--- src/rtl/pll_reset_sequencer.sv ---
// PLL bring-up and staged reset release sequencer on the free-running board clock.
// Re-runs the sequence on lock loss, debounced button press or software request and records the cause.
module pll_reset_sequencer #(
    parameter int PLL_RST_CYCLES  = 16,
    parameter int LOCK_STABLE     = 256,
    parameter int LOCK_TIMEOUT    = 65536,
    parameter int HOLD_CYCLES     = 1024,
    parameter int STAGE_GAP       = 16,
    parameter int DEBOUNCE_CYCLES = 4096
) (
    input  logic       sys_clock,
    input  logic       reset,
    input  logic       pll_locked,
    input  logic       ext_reset_req,
    input  logic       sw_reset_req,
    output logic       pll_rst,
    output logic       periph_reset,
    output logic       core_reset,
    output logic       reset_done,
    output logic [1:0] reset_cause,
    output logic [3:0] lock_retries
);

    localparam int CMAX_A = (PLL_RST_CYCLES > LOCK_TIMEOUT) ? PLL_RST_CYCLES : LOCK_TIMEOUT;
    localparam int CMAX_B = (HOLD_CYCLES > STAGE_GAP) ? HOLD_CYCLES : STAGE_GAP;
    localparam int CMAX   = (CMAX_A > CMAX_B) ? CMAX_A : CMAX_B;
    localparam int CW     = (CMAX > 1) ? $clog2(CMAX) : 1;
    localparam int SW     = (LOCK_STABLE > 1) ? $clog2(LOCK_STABLE) : 1;
    localparam int DW     = (DEBOUNCE_CYCLES > 1) ? $clog2(DEBOUNCE_CYCLES) : 1;

    localparam logic [CW-1:0] PLL_LAST  = CW'(PLL_RST_CYCLES - 1);
    localparam logic [CW-1:0] TO_LAST   = CW'(LOCK_TIMEOUT - 1);
    localparam logic [CW-1:0] HOLD_LAST = CW'(HOLD_CYCLES - 1);
    localparam logic [CW-1:0] GAP_LAST  = CW'(STAGE_GAP - 1);
    localparam logic [SW-1:0] STB_LAST  = SW'(LOCK_STABLE - 1);
    localparam logic [DW-1:0] DB_LAST   = DW'(DEBOUNCE_CYCLES - 1);

    typedef enum logic [2:0] {
        ST_PLLRST,
        ST_LOCK,
        ST_HOLD,
        ST_PERIPH,
        ST_RUN
    } state_t;

    localparam logic [1:0] CAUSE_POR  = 2'd0;
    localparam logic [1:0] CAUSE_LOCK = 2'd1;
    localparam logic [1:0] CAUSE_EXT  = 2'd2;
    localparam logic [1:0] CAUSE_SW   = 2'd3;

    state_t        r_state;
    state_t        w_state_nxt;
    logic [1:0]    r_cause;
    logic [1:0]    w_cause_nxt;
    logic          w_retry;
    logic [3:0]    r_retries;

    logic          r_lock_m, r_lock_s;
    logic          r_ext_m, r_ext_s;
    logic [DW-1:0] r_db_cnt;
    logic          r_ext_db, r_ext_db_d;
    logic          w_ext_rise;

    logic [CW-1:0] r_cnt;
    logic [SW-1:0] r_stable;

    logic          r_pll_rst, r_periph_rst, r_core_rst, r_done;

    // Two-flop synchronizers for the asynchronous lock and button inputs.
    always_ff @(posedge sys_clock) begin
        if (reset) begin
            r_lock_m <= 1'b0;
            r_lock_s <= 1'b0;
            r_ext_m  <= 1'b0;
            r_ext_s  <= 1'b0;
        end else begin
            r_lock_m <= pll_locked;
            r_lock_s <= r_lock_m;
            r_ext_m  <= ext_reset_req;
            r_ext_s  <= r_ext_m;
        end
    end

    // The debounced level flips only after DEBOUNCE_CYCLES samples that all disagree with it.
    always_ff @(posedge sys_clock) begin
        if (reset) begin
            r_db_cnt   <= '0;
            r_ext_db   <= 1'b0;
            r_ext_db_d <= 1'b0;
        end else begin
            r_ext_db_d <= r_ext_db;
            if (r_ext_s == r_ext_db) begin
                r_db_cnt <= '0;
            end else if (r_db_cnt == DB_LAST) begin
                r_ext_db <= r_ext_s;
                r_db_cnt <= '0;
            end else begin
                r_db_cnt <= r_db_cnt + DW'(1);
            end
        end
    end

    assign w_ext_rise = r_ext_db & ~r_ext_db_d;

    always_ff @(posedge sys_clock) begin
        if (reset) begin
            r_state <= ST_PLLRST;
            r_cause <= CAUSE_POR;
        end else begin
            r_state <= w_state_nxt;
            r_cause <= w_cause_nxt;
        end
    end

    always_comb begin
        w_state_nxt = r_state;
        w_cause_nxt = r_cause;
        w_retry     = 1'b0;
        if (w_ext_rise && r_state != ST_PLLRST) begin
            w_state_nxt = ST_PLLRST;
            w_cause_nxt = CAUSE_EXT;
        end else if (!r_lock_s && (r_state inside {ST_HOLD, ST_PERIPH, ST_RUN})) begin
            w_state_nxt = ST_PLLRST;
            w_cause_nxt = CAUSE_LOCK;
        end else if (sw_reset_req && r_state == ST_RUN) begin
            // Software reset re-runs only the staged release; the PLL keeps running.
            w_state_nxt = ST_HOLD;
            w_cause_nxt = CAUSE_SW;
        end else begin
            case (r_state)
                ST_PLLRST: begin
                    if (!r_ext_db && r_cnt == PLL_LAST) w_state_nxt = ST_LOCK;
                end
                ST_LOCK: begin
                    if (r_lock_s && r_stable == STB_LAST) begin
                        w_state_nxt = ST_HOLD;
                    end else if (r_cnt == TO_LAST) begin
                        w_state_nxt = ST_PLLRST;
                        w_retry     = 1'b1;
                    end
                end
                ST_HOLD: begin
                    if (r_cnt == HOLD_LAST) w_state_nxt = ST_PERIPH;
                end
                ST_PERIPH: begin
                    if (r_cnt == GAP_LAST) w_state_nxt = ST_RUN;
                end
                default: w_state_nxt = r_state;
            endcase
        end
    end

    // Shared phase counter; parked in RUN so it never wraps.
    always_ff @(posedge sys_clock) begin
        if (reset) begin
            r_cnt <= '0;
        end else if (w_state_nxt != r_state) begin
            r_cnt <= '0;
        end else if (r_state == ST_PLLRST && r_ext_db) begin
            r_cnt <= '0;
        end else if (r_state != ST_RUN) begin
            r_cnt <= r_cnt + CW'(1);
        end
    end

    always_ff @(posedge sys_clock) begin
        if (reset) begin
            r_stable <= '0;
        end else if (w_state_nxt != r_state || r_state != ST_LOCK || !r_lock_s) begin
            r_stable <= '0;
        end else begin
            r_stable <= r_stable + SW'(1);
        end
    end

    always_ff @(posedge sys_clock) begin
        if (reset) begin
            r_retries <= '0;
        end else if (w_retry && r_retries != 4'hF) begin
            r_retries <= r_retries + 4'd1;
        end
    end

    // Outputs are registered from the next state so they track the state register exactly.
    always_ff @(posedge sys_clock) begin
        if (reset) begin
            r_pll_rst    <= 1'b1;
            r_periph_rst <= 1'b1;
            r_core_rst   <= 1'b1;
            r_done       <= 1'b0;
        end else begin
            r_pll_rst    <= (w_state_nxt == ST_PLLRST);
            r_periph_rst <= (w_state_nxt inside {ST_PLLRST, ST_LOCK, ST_HOLD});
            r_core_rst   <= (w_state_nxt != ST_RUN);
            r_done       <= (w_state_nxt == ST_RUN);
        end
    end

    assign pll_rst      = r_pll_rst;
    assign periph_reset = r_periph_rst;
    assign core_reset   = r_core_rst;
    assign reset_done   = r_done;
    assign reset_cause  = r_cause;
    assign lock_retries = r_retries;

endmodule

--- config.mk ---
export PLATFORM = sky130hd
export DESIGN_NAME = pll_reset_sequencer
export DESIGN_NICKNAME = d
export VERILOG_FILES = /design/src/rtl/pll_reset_sequencer.sv
export SDC_FILE = /design/constraint.sdc
export NUM_CORES = 1
export LEC_CHECK = 0
export ABC_AREA = 1
export ABC_CLOCK_PERIOD_IN_PS = 2700
export CORE_MARGIN = 5
export CORE_UTILIZATION = 40
export DETAILED_ROUTE_END_ITERATION = 7
export SYNTH_ARGS = -nofsm -noshare
export SYNTH_HDL_FRONTEND = slang
export SYNTH_SLANG_ARGS = --single-unit
--- constraint.sdc ---
create_clock -name sys_clock -period 2.7 [get_ports sys_clock]
set_clock_uncertainty 0.05 [all_clocks]
set_input_delay 0.405 -clock sys_clock [delete_from_list [all_inputs] [get_ports sys_clock]]
set_output_delay 0.405 -clock sys_clock [all_outputs]
set_load 0.1 [all_outputs]
==> metrics.cfg <==
[run_status]
status = finished clean

[sta]
slew_headroom = 0.659
fin_crit_ns = 2.20
slew_viol_final = 0
fin_crit_sh = 0.815
worst_pin_slew_ns = 0.508
setup_viol = 0
rsz0062_at_grt = no
setup_tns_ns = 0
final_hold_viol_count = 0
fmax_mhz = 454

[detailed_routing]
dr.pass1.iters = 4
drt_iter0_markers = 61
dr_wl_met2_um = 2050
wl_met3_um = 148
ant_nets = 0
avgViaCountPerCell = 4.65
wl_um = 4400
drc = 0
vias = 1954
met1_length_um = 2100
highest_layer = met4
wl_per_cell_um = 10.5

[cts]
clock-sinks = 55
cts_max_level = 2
cts_hold_buf = 0
clk_pin_slew_ns = 0.10
insertion_delay_ns = 0.32
post-cts-setup-buffer-count = 0
cts_buffer_depth = 2
cts_tree = built
post_cts.resized_instances = 0
numCtsBuffers = 5
root_buffer = clkbuf_8

[floorplanning]
die_y_um = 90.3
rows = 29
core_um2 = 6310
die_x_um = 90.3
start_util = 0.409
ios = 15
die_area_um2 = 8160

[final_layout]
final_area_um2 = 2860
drive_gt1_frac = 0.155
layout_common_cells = nor2_1 (55), dfxtp_1 (55), nand2_1 (44)
nets = 351
instances_no_fill = 420
area_growth_pct = 10.7
fin_util = 0.452
insertedDiodeCount = 0

[place]
dpl.cell_count = 412
hpwl_um = 3360
place_area_um2 = 2760
place.gp.congestion = 0.880
portBuffers = 14

[critical_path]
rr_endpoint = r_cnt[2]$_SDFFE_PP0P_
startpoint_type = register
crit_type = register to register
cp_max_fo = 16
cp.required_ns = 2.89
r2r_slack_ns = 0.50
r2r_start = r_state[2]$_SDFF_PP0_
cp.arrival_ns = 2.39
r2r_cells = 14
cp-end-kind = register

[power_and_ir_drop]
p_per_area_nw_per_um2 = 471
power_mw = 1.35
peakVddDrop_uv = 252
leakagePower_nw = 1.09

[grt]
antenna_found_initial = 0
grt_pass1_vias = 1895
grt_pass1_wl_um = 8120
grt_remaining_overflow = 0
grt_usage = 0.119
grt_max_degree = 20

[synthesis]
yosysUniqueCellTypes = 35
syn_inst = 324
ys_ff_latch = 55
post_synth.cell_area_avg_um2 = 7.97
yosysWarnings = 0
syn-cell-area_um2 = 2580
yosysSeqAreaShare = 0.427
syn_nets = 333

[worst_hold_path]
whs_path_depth = 2
hold_path.class = register to register
min_from = r_lock_m$_SDFF_PP0_
hold-path-endpoint = r_lock_s$_SDFF_PP0_

[job]
drv_cap = 0

==> how the worst max path moves through the flow <==
stage / start / end / cells past startpoint
after global placement: r_state[2]$_SDFF_PP0_ / r_cnt[0]$_SDFFE_PP0P_ / 14
after detailed placement: r_state[2]$_SDFF_PP0_ / r_cnt[2]$_SDFFE_PP0P_ / 14
after floorplan: lock_retries[0]$_SDFFE_PP0P_ / lock_retries[3]$_SDFFE_PP0P_ / 9
after global routing: r_state[2]$_SDFF_PP0_ / r_cnt[4]$_SDFFE_PP0P_ / 14
final: r_state[2]$_SDFF_PP0_ / r_cnt[2]$_SDFFE_PP0P_ / 14
after CTS: r_state[2]$_SDFF_PP0_ / r_cnt[2]$_SDFFE_PP0P_ / 14
==> synthesized netlist by cell type, drive strengths merged <==
| master | number | area [um^2] |
|---|---|---|
| mux2i | 1 | 10.0 |
| nor2 | 73 | 379 |
| dfxtp | 55 | 1100 |
| or3 | 1 | 6.26 |
| a31oi | 2 | 12.5 |
| nor4 | 1 | 6.26 |
| xor2 | 12 | 105 |
| o221ai | 1 | 8.76 |
| or3b | 1 | 8.76 |
| or2 | 1 | 6.26 |
| nand2 | 52 | 235 |
| nand4 | 4 | 25.0 |
| inv | 41 | 156 |
| nor3 | 11 | 65.1 |
| buf | 3 | 36.3 |
| nand3 | 24 | 138 |
| nor3b | 3 | 22.5 |
| xnor2 | 9 | 78.8 |
| ha | 4 | 50.1 |
| o21ai | 7 | 35.0 |
| clkbuf | 1 | 3.75 |
| a211oi | 1 | 7.51 |
| a21oi | 16 | 83.8 |
==> cell type report <==
| type | count | area [um^2] |
|---|---|---|
| clock buffers | 5 | 68.8 |
| flip-flops and latches | 55 | 1100 |
| fillers | 652 | 3460 |
| multi-input cells | 224 | 1280 |
| repair buffers | 15 | 123 |
| well taps | 77 | 96.3 |
| clock inverters | 3 | 27.5 |
| inverters | 41 | 156 |
==> worst max-delay path, cell delays in order, from the launching register on <==
cell and delay [ns]:
dfxtp_1 0.56, inv_2 0.12, nand2_1 0.13, nand2_2 0.09
nand2_4 0.08, nand2_4 0.05, inv_4 0.07, nand2_4 0.05
nand2_2 0.05, nand2_1 0.05, nor2_1 0.11, nand2_1 0.10
nor2_4 0.13, nand3_4 0.31, nor2_1 0.18
==> cell families (layout without fill, tap and decap cells) <==
logic type / after synthesis / count (layout) / share of synthesized area
adder cells (fa/ha/maj): 4 / 4 / 0.0194
AO/OA/AOI/OAI: 27 / 27 / 0.0572
buffers and inverters: 45 / 64 / 0.0761
AND/OR/NAND/NOR: 171 / 171 / 0.346
flip-flops: 55 / 55 / 0.427
XOR/XNOR: 21 / 21 / 0.0713
multiplexers: 1 / 1 / 0.00388
==> state kept, by name, summed over array words and instances (netlist names) <==
signal        flops
r_cnt            16
r_db_cnt         12
r_stable          8
lock_retries      4
r_state           3
reset_cause       2
core_reset        1
periph_reset      1
pll_rst           1
r_ext_db          1
r_ext_db_d        1
r_ext_m           1
r_ext_s           1
r_lock_m          1
r_lock_s          1
reset_done        1
==> power by group <==
group	internal, mW	switching, mW	total [mW]
clock	0.193	0.290	0.483
sequential	0.818	0.00498	0.823
combinational	0.0157	0.0237	0.0394
==> routing by layer <==
metal  up-vias  global-route usage
li1       1064                   -
met1       851               0.146
met2        27               0.198
met3        12              0.0308
met4         0              0.0434
met5         -                   0
==> through the flow <==
step	worst slack (ns)	hold WS (ns)
2_1_floorplan	0.687	0.338
3_3_place_gp	0.499	0.348
3_5_place_dp	0.500	0.349
4_1_cts	0.468	0.361
5_1_grt	0.251	0.391
6_report	0.500	0.356
Power figures use the tool's default switching activity.
